===== src/rtl/dm_pkg.sv =====
// -----------------------------------------------------------------------------
// dm_pkg
// Shared definitions for the MEM-stage data-memory sequencer:
//   - mem_op_e  : memory operation encodings driven by the MEM stage
//   - EXT_*     : load-extender opcodes (shared with the downstream Ext_2)
//   - state_e   : access sequencer states
//   - helpers   : lane-enable generation and extender opcode selection
// -----------------------------------------------------------------------------
package dm_pkg;

    // Memory operation encodings; values 9..15 are treated as "none".
    typedef enum logic [3:0] {
        OP_NONE = 4'd0,
        OP_LW   = 4'd1,
        OP_LB   = 4'd2,
        OP_LBU  = 4'd3,
        OP_LH   = 4'd4,
        OP_LHU  = 4'd5,
        OP_SW   = 4'd6,
        OP_SH   = 4'd7,
        OP_SB   = 4'd8
    } mem_op_e;

    // Extender opcodes understood by Ext_2.
    localparam logic [2:0] EXT_W  = 3'b000;  // lw, stores and none
    localparam logic [2:0] EXT_B  = 3'b001;
    localparam logic [2:0] EXT_BU = 3'b010;
    localparam logic [2:0] EXT_H  = 3'b011;
    localparam logic [2:0] EXT_HU = 3'b100;

    typedef enum logic [1:0] {
        S_IDLE = 2'd0,
        S_BUSY = 2'd1,
        S_DONE = 2'd2
    } state_e;

    // One-hot byte lane for a byte access.
    function automatic logic [3:0] byte_be(input logic [1:0] lane);
        return 4'b0001 << lane;
    endfunction

    // Upper or lower half-word lanes, selected by addr[1].
    function automatic logic [3:0] half_be(input logic upper);
        return upper ? 4'b1100 : 4'b0011;
    endfunction

    // Extender opcode for a memory op; everything that is not a sub-word
    // load passes the word through untouched.
    function automatic logic [2:0] extop_of(input logic [3:0] op);
        logic [2:0] ext;
        case (op)
            OP_NONE, OP_LW: ext = EXT_W;
            OP_LB:          ext = EXT_B;
            OP_LBU:         ext = EXT_BU;
            OP_LH:          ext = EXT_H;
            OP_LHU:         ext = EXT_HU;
            default:        ext = EXT_W;
        endcase
        return ext;
    endfunction

endpackage


===== src/rtl/be_gen.sv =====
// -----------------------------------------------------------------------------
// be_gen
// Purely combinational decode of one memory operation: lane enables, store
// data replicated into the lanes, alignment check and load/store class.
//
// Ports:
//   mem_op     in  4   operation encoding (see dm_pkg::mem_op_e)
//   addr_lo    in  2   byte offset within the word (addr[1:0])
//   wdata      in  32  store data, unshifted (low bytes significant)
//   be         out 4   lane enable for the access
//   wdata_lane out 32  store data replicated across the enabled lanes
//   misalign   out 1   access is not naturally aligned
//   is_load    out 1   operation is lw/lb/lbu/lh/lhu
//   is_store   out 1   operation is sw/sh/sb
// -----------------------------------------------------------------------------
module be_gen
    import dm_pkg::*;
(
    input  logic [3:0]  mem_op,
    input  logic [1:0]  addr_lo,
    input  logic [31:0] wdata,
    output logic [3:0]  be,
    output logic [31:0] wdata_lane,
    output logic        misalign,
    output logic        is_load,
    output logic        is_store
);

    always_comb begin
        // NOTE: every output gets a default before the case so that no path
        // leaves one unassigned, which would otherwise infer a latch.
        be         = 4'b0000;
        wdata_lane = wdata;
        misalign   = 1'b0;
        is_load    = 1'b0;
        is_store   = 1'b0;

        case (mem_op)
            OP_LW: begin
                is_load  = 1'b1;
                be       = 4'b1111;
                misalign = (addr_lo != 2'b00);
            end
            OP_LB, OP_LBU: begin
                is_load = 1'b1;
                be      = byte_be(addr_lo);
            end
            OP_LH, OP_LHU: begin
                is_load  = 1'b1;
                be       = half_be(addr_lo[1]);
                misalign = addr_lo[0];
            end
            OP_SW: begin
                is_store = 1'b1;
                be       = 4'b1111;
                misalign = (addr_lo != 2'b00);
            end
            OP_SH: begin
                is_store   = 1'b1;
                be         = half_be(addr_lo[1]);
                wdata_lane = {2{wdata[15:0]}};
                misalign   = addr_lo[0];
            end
            OP_SB: begin
                is_store   = 1'b1;
                be         = byte_be(addr_lo);
                wdata_lane = {4{wdata[7:0]}};
            end
            default: ;  // none / reserved encodings: no access
        endcase
    end

endmodule


===== src/rtl/dm_access_ctrl.sv =====
// -----------------------------------------------------------------------------
// dm_access_ctrl
// MEM-stage data-memory sequencer. Accepts one aligned load/store per
// instruction, runs a ready-handshake transaction against a variable-latency
// data memory while stalling the pipeline, and hands the raw read word, lane
// enable and extender opcode to Ext_2. Misaligned accesses raise adel/ades
// instead of starting a transaction; a memory that never answers raises
// bus_err after TIMEOUT busy cycles.
//
// Parameters:
//   TIMEOUT  maximum BUSY cycles before a bus error (1..65535)
//
// Ports:
//   clk, reset        rising-edge clock, synchronous active-high reset
//   req, mem_op       MEM stage holds a valid memory instruction / its op
//   addr, wdata       byte address / unshifted store data
//   flush             kill the instruction in the accept cycle
//   stall             freeze pipeline (combinational)
//   dm_req, dm_we     memory request / write request
//   dm_addr           word-aligned address
//   dm_wdata, dm_be   lane-replicated store data / lane enable
//   dm_ready          memory accepted / returned data
//   dm_rdata          read word from memory
//   DM, BE, extop_2   registered read word, lane enable, extender opcode
//   done              one-cycle completion pulse
//   adel, ades        load / store misalignment pulse
//   bus_err           memory timeout pulse
// -----------------------------------------------------------------------------
module dm_access_ctrl
    import dm_pkg::*;
#(
    parameter int TIMEOUT = 255
) (
    input  logic        clk,
    input  logic        reset,
    input  logic        req,
    input  logic [3:0]  mem_op,
    input  logic [31:0] addr,
    input  logic [31:0] wdata,
    input  logic        flush,
    output logic        stall,
    output logic        dm_req,
    output logic        dm_we,
    output logic [31:0] dm_addr,
    output logic [31:0] dm_wdata,
    output logic [3:0]  dm_be,
    input  logic        dm_ready,
    input  logic [31:0] dm_rdata,
    output logic [31:0] DM,
    output logic [3:0]  BE,
    output logic [2:0]  extop_2,
    output logic        done,
    output logic        adel,
    output logic        ades,
    output logic        bus_err
);

    localparam int CW = $clog2(TIMEOUT + 1);
    // Counter value during the last allowed BUSY cycle (it counts from 0).
    localparam logic [CW-1:0] CNT_LAST = CW'(TIMEOUT - 1);

    state_e        state;
    logic [CW-1:0] cnt;

    logic [3:0]  be_dec;
    logic [31:0] wdata_dec;
    logic        misalign;
    logic        is_load;
    logic        is_store;

    logic        in_idle;
    logic        in_busy;
    logic        live_req;
    logic        accept;
    logic        tmo_last;

    be_gen u_be_gen (
        .mem_op     (mem_op),
        .addr_lo    (addr[1:0]),
        .wdata      (wdata),
        .be         (be_dec),
        .wdata_lane (wdata_dec),
        .misalign   (misalign),
        .is_load    (is_load),
        .is_store   (is_store)
    );

    assign in_idle  = (state == S_IDLE);
    assign in_busy  = (state == S_BUSY);
    // A flushed instruction is dead: it neither starts an access nor traps.
    assign live_req = in_idle & req & ~flush;
    assign accept   = live_req & (is_load | is_store) & ~misalign;
    assign tmo_last = (cnt == CNT_LAST);

    // Exception pulses are combinational so they land in the same cycle as
    // the offending instruction (misalign) or the final BUSY cycle (timeout).
    assign adel    = live_req & is_load  & misalign;
    assign ades    = live_req & is_store & misalign;
    // A ready arriving in the last allowed cycle still wins over the timeout.
    assign bus_err = in_busy & tmo_last & ~dm_ready;

    assign stall   = accept | in_busy;

    always_ff @(posedge clk) begin
        if (reset) begin
            // NOTE: every register, data path included, is reset so that a
            // reset mid-transaction leaves no stale address/data on the bus.
            state    <= S_IDLE;
            cnt      <= '0;
            dm_req   <= 1'b0;
            dm_we    <= 1'b0;
            dm_addr  <= '0;
            dm_wdata <= '0;
            dm_be    <= '0;
            DM       <= '0;
            BE       <= '0;
            extop_2  <= EXT_W;
            done     <= 1'b0;
        end else begin
            // NOTE: non-blocking assignments throughout, so every register
            // samples the pre-edge value of the others regardless of order.
            case (state)
                S_IDLE: begin
                    if (accept) begin
                        state    <= S_BUSY;
                        cnt      <= '0;
                        dm_req   <= 1'b1;
                        dm_we    <= is_store;
                        dm_addr  <= {addr[31:2], 2'b00};
                        dm_wdata <= wdata_dec;
                        dm_be    <= be_dec;
                        BE       <= be_dec;
                        extop_2  <= extop_of(mem_op);
                    end
                end

                S_BUSY: begin
                    cnt <= cnt + CW'(1);
                    if (dm_ready) begin
                        // Stores keep the last loaded word on DM.
                        if (!dm_we) begin
                            DM <= dm_rdata;
                        end
                    end else if (tmo_last) begin
                        DM <= '0;
                    end
                    if (dm_ready || tmo_last) begin
                        state  <= S_DONE;
                        dm_req <= 1'b0;
                        done   <= 1'b1;
                    end
                end

                S_DONE: begin
                    // req is still the completing instruction here; ignore it.
                    state <= S_IDLE;
                    done  <= 1'b0;
                end

                default: begin
                    state  <= S_IDLE;
                    dm_req <= 1'b0;
                    done   <= 1'b0;
                end
            endcase
        end
    end

endmodule

===== config.mk =====
export PLATFORM = sky130hd
export DESIGN_NAME = dm_access_ctrl
export DESIGN_NICKNAME = d
export VERILOG_FILES = /design/src/rtl/dm_pkg.sv /design/src/rtl/be_gen.sv /design/src/rtl/dm_access_ctrl.sv
export SDC_FILE = /design/constraint.sdc
export NUM_CORES = 1
export LEC_CHECK = 0
export CAP_MARGIN = 20
export CORE_MARGIN = 2
export CORE_UTILIZATION = 45
export DETAILED_ROUTE_END_ITERATION = 8
export PLACE_DENSITY = 0.86
export RECOVER_POWER = 50
export SYNTH_ARGS = -nofsm -noshare
export SYNTH_HDL_FRONTEND = slang
export SYNTH_HIERARCHICAL = 1
export SYNTH_SLANG_ARGS = --single-unit

===== constraint.sdc =====
create_clock -name clk -period 4.8 [get_ports clk]
set_clock_uncertainty 0.2 [all_clocks]
set_input_delay 0.96 -clock clk [delete_from_list [all_inputs] [get_ports clk]]
set_output_delay 0.96 -clock clk [all_outputs]
set_load 0.02 [all_outputs]

==> results by group, run 1 <==
Status
  – Status: finished clean

CTS
  – Resize count post-CTS: 0
  – Clk slew on worst S/H paths: 0.05 ns
  – Sink Count: 114
  – H-tree levels: 4
  – Post-CTS Hold Buffers: 0
  – Clk root buf: clkbuf_8
  – CTS buffer count: 17
  – Clock Latency Late Sink: 0.49 ns
  – CTS Buffer Depth: 2
  – TritonCTS clock tree: yes
  – Setup bufs post-CTS: 0

Cells and area
  – Antenna diodes: 0
  – Share of cells above drive strength 1: 9.55%
  – Final Net Count: 848
  – Final Core Density: 73.0%
  – P&R area growth vs syn: 58.6%

Worst setup path
  – Crit path capture type: output port
  – Critical path class: in2out
  – CP Data Required Time: 3.64 ns
  – CP top delay family: buffers and inverters
  – Buf/Inv on CP: 3
  – Crit path launch: mem_op[0]
  – CP arrival: 3.50 ns
  – Reg2Reg Launch Point: cnt[0]
  – CP max stage delay: 0.66 ns
  – Critical Path Source Type: input pin
  – Critical path, cell by cell: clkdlybuf4s50_1 -> nor2b_1 -> o21ai_0 -> a311oi_1 -> o21ba_2 -> a21oi_1 -> inv_1 -> clkdlybuf4s50_1
  – CP Max Fanout: 9
  – Most used cell, CP: clkdlybuf4s50_1
  – R2r setup slk: 2.16 ns
  – Slowest-stage cell, CP: clkdlybuf4s50_1

Detailed routing
  – DR iter-0 viols: 244
  – Routed Wire Length: 14500 um
  – DRT Pass-1 Iters: 5
  – Drc violations: 0
  – Via count: 4682
  – WL per Instance: 16.3 um
  – DRT antenna net count: 0
  – WL met3: 1020 um
  – Wire length on met2: 7660 um
  – DR vias/cell: 5.26
  – M1 wire length: 5510 um
  – DR top layer: met4

Synthesis
  – Leading cell types by total area after synthesis: dfxtp_1, nand2_1, a21oi_1
  – Average size of a mapped cell: 8.67 um^2
  – Sequential area share after synthesis: 48.2%
  – Synth area leader: dfxtp_1
  – FFs w/ async S/R, synth: 0%
  – Top FF cell, synth: dfxtp_1
  – Yosys top cell area share: 48.2%
  – Number of synthesized flops with an enable pin: 0
  – Mapped Cells: 546
  – YS warnings: 6
  – Yosys cell types: 46
  – #FFs+latches synth: 114
  – Netlist Area Pre-Place: 0.00473 mm^2

Min path
  – Source of the worst hold timing path: dm_addr[20]
  – Hold Path Class: reg2reg

Power
  – Final Power: 0.00259 W
  – Cell Pwr Density: 345 mW/mm^2
  – Leakage power: 3.01 nW
  – Peak VDD IR: 256 uV

Timing
  – Setup TNS: 0 ns
  – Final setup viols: 0
  – Max Slew Vio Count: 0
  – Tightest Pin Transition: 1.46 ns
  – Worst hold slack: 0.249 ns
  – Slew Limit Headroom: 2.53%
  – Fin crit period: 4.66 ns
  – Final Hold Viols: 0
  – RSZ-0062 raised after global routing: no
  – Max Freq: 215 MHz
  – Period utilization: 97.0%
  – Setup slack after layout: 0.143 ns

Global routing
  – Gr usage total: 25.0%
  – Global-route wire length before repair: 22500 um
  – Vias in the first global route: 4590
  – Initial antenna violation count: 0
  – Total gr overflow: 0
  – Largest net degree at the start of global routing: 82

Place
  – Worst slack at placement: 0.170 ns
  – Placer Congestion: 0.814
  – Port Buffers: 216
  – HPWL Detailed: 10300 um

Floorplan
  – FP Rows: 37
  – Die width: 107 um
  – Initial Utilization: 46.0%
  – Die H: 107 um
  – Core area: 0.0103 mm^2
  – IO Pins: 219
  – Die ar.: 0.0114 mm^2

Job
  – Max cap viols: 0
-- metrics by stage --
| stage | instance area (um^2) | cells |
|---|---|---|
| finish | 7510 | 890 |
| global route | 7510 | 890 |
| CTS | 7510 | 890 |
| detailed placement | 6890 | 858 |
| global placement | 6870 | 857 |
| floorplan | 4740 | 547 |
-- placed cells by master, fill, tap and decap left out, types with 3 or more instances in the layout --
cell,synthesis,layout
nand2b_1,3,3
and3_1,3,3
nand3_1,7,7
a21oi_1,87,86
clkbuf_16,0,16
or2_2,4,4
inv_1,6,6
nand2_1,138,138
nor3_1,3,3
inv_6,0,4
nor2_1,12,11
nand4_1,3,3
dlygate4sd3_1,0,79
buf_4,16,10
a21o_1,11,11
bufinv_16,0,4
clkinvlp_4,0,3
a31oi_1,3,3
o21ai_0,5,5
clkinv_4,0,3
nor4bb_1,3,3
dfxtp_1,114,114
clkdlybuf4s50_1,0,136
mux2_2,14,14
a22o_1,40,40
-- tightest hold or removal path, cell delays in order (launching register included) --
cell and delay [ns]:
dfxtp_1 0.30, nand2_1 0.05, a21oi_1 0.05
-- flip-flops by register name (all words and copies together) (netlist names) --
register / count
extop_2: 3
cnt: 8
state: 2
dm_req: 1
DM: 32
dm_wdata: 32
BE: 4
dm_we: 1
done: 1
dm_addr: 30
-- final timing paths --
kind | cells after the start | endpoint
worst max-delay path | 8 | stall
worst max register to register | 7 | DM[13]
worst min-delay path | 2 | dm_addr[20]
worst min register to register | 2 | dm_addr[20]
-- logic make-up (layout without fill, tap and decap cells) --
group / after synthesis / after routing / synth area share [%]
muxes: 16 / 16 / 3.97
adders and majority gates: 2 / 2 / 0.529
DFF: 114 / 114 / 48.2
and+or+nand+nor: 195 / 195 / 19.0
AOI/OAI and AO/OA: 157 / 157 / 21.2
other: 1 / 2 / 0.0792
xor gates and xnor gates: 1 / 1 / 0.185
buffers and inverters: 60 / 267 / 6.82
-- where the power goes --
| group | internal, W | switching [W] |
|---|---|---|
| Sequential | 0.000971 | 0.0000132 |
| Combinational | 0.000157 | 0.000142 |
| Clock | 0.000851 | 0.000458 |
| Total | 0.00198 | 0.000613 |
-- cells in the mapped netlist (all sizes together), types with 4 or more instances --
cell,count
nand2,139
nand3,7
buf,26
a21oi,87
mux2,16
nor2,13
clkbuf,28
a21o,11
nor4b,4
dfxtp,114
inv,6
or2,4
o21ai,5
a22o,40
-- layer usage --
metal / vias up / track usage (%)
li1: 2276 / -
met3: 22 / 6.19
met1: 2189 / 28.4
met4: 0 / 9.83
met2: 195 / 45.0
met5: - / 0
-- area by class of cell --
type / count / area (um^2)
timing repair buffer: 229 / 2270
clock buffer: 18 / 418
multi-input combinational: 373 / 2140
tap: 136 / 170
sequential: 114 / 2280
fill: 794 / 2770
clock inverter: 14 / 204
inverter: 6 / 22.5
No activity file was read; power rests on OpenSTA's default activity.
==> inputs of run 2 (changes only) <==
--- a/config.mk
+++ b/config.mk
@@ -8,6 +8,7 @@
 export CAP_MARGIN = 20
 export CORE_MARGIN = 2
 export CORE_UTILIZATION = 45
+export CTS_CLUSTER_DIAMETER = 50
 export DETAILED_ROUTE_END_ITERATION = 8
 export PLACE_DENSITY = 0.86
 export RECOVER_POWER = 50
==> results of run 2 <==
No change in the layout: final DEF, timing and power equal those of run 1.
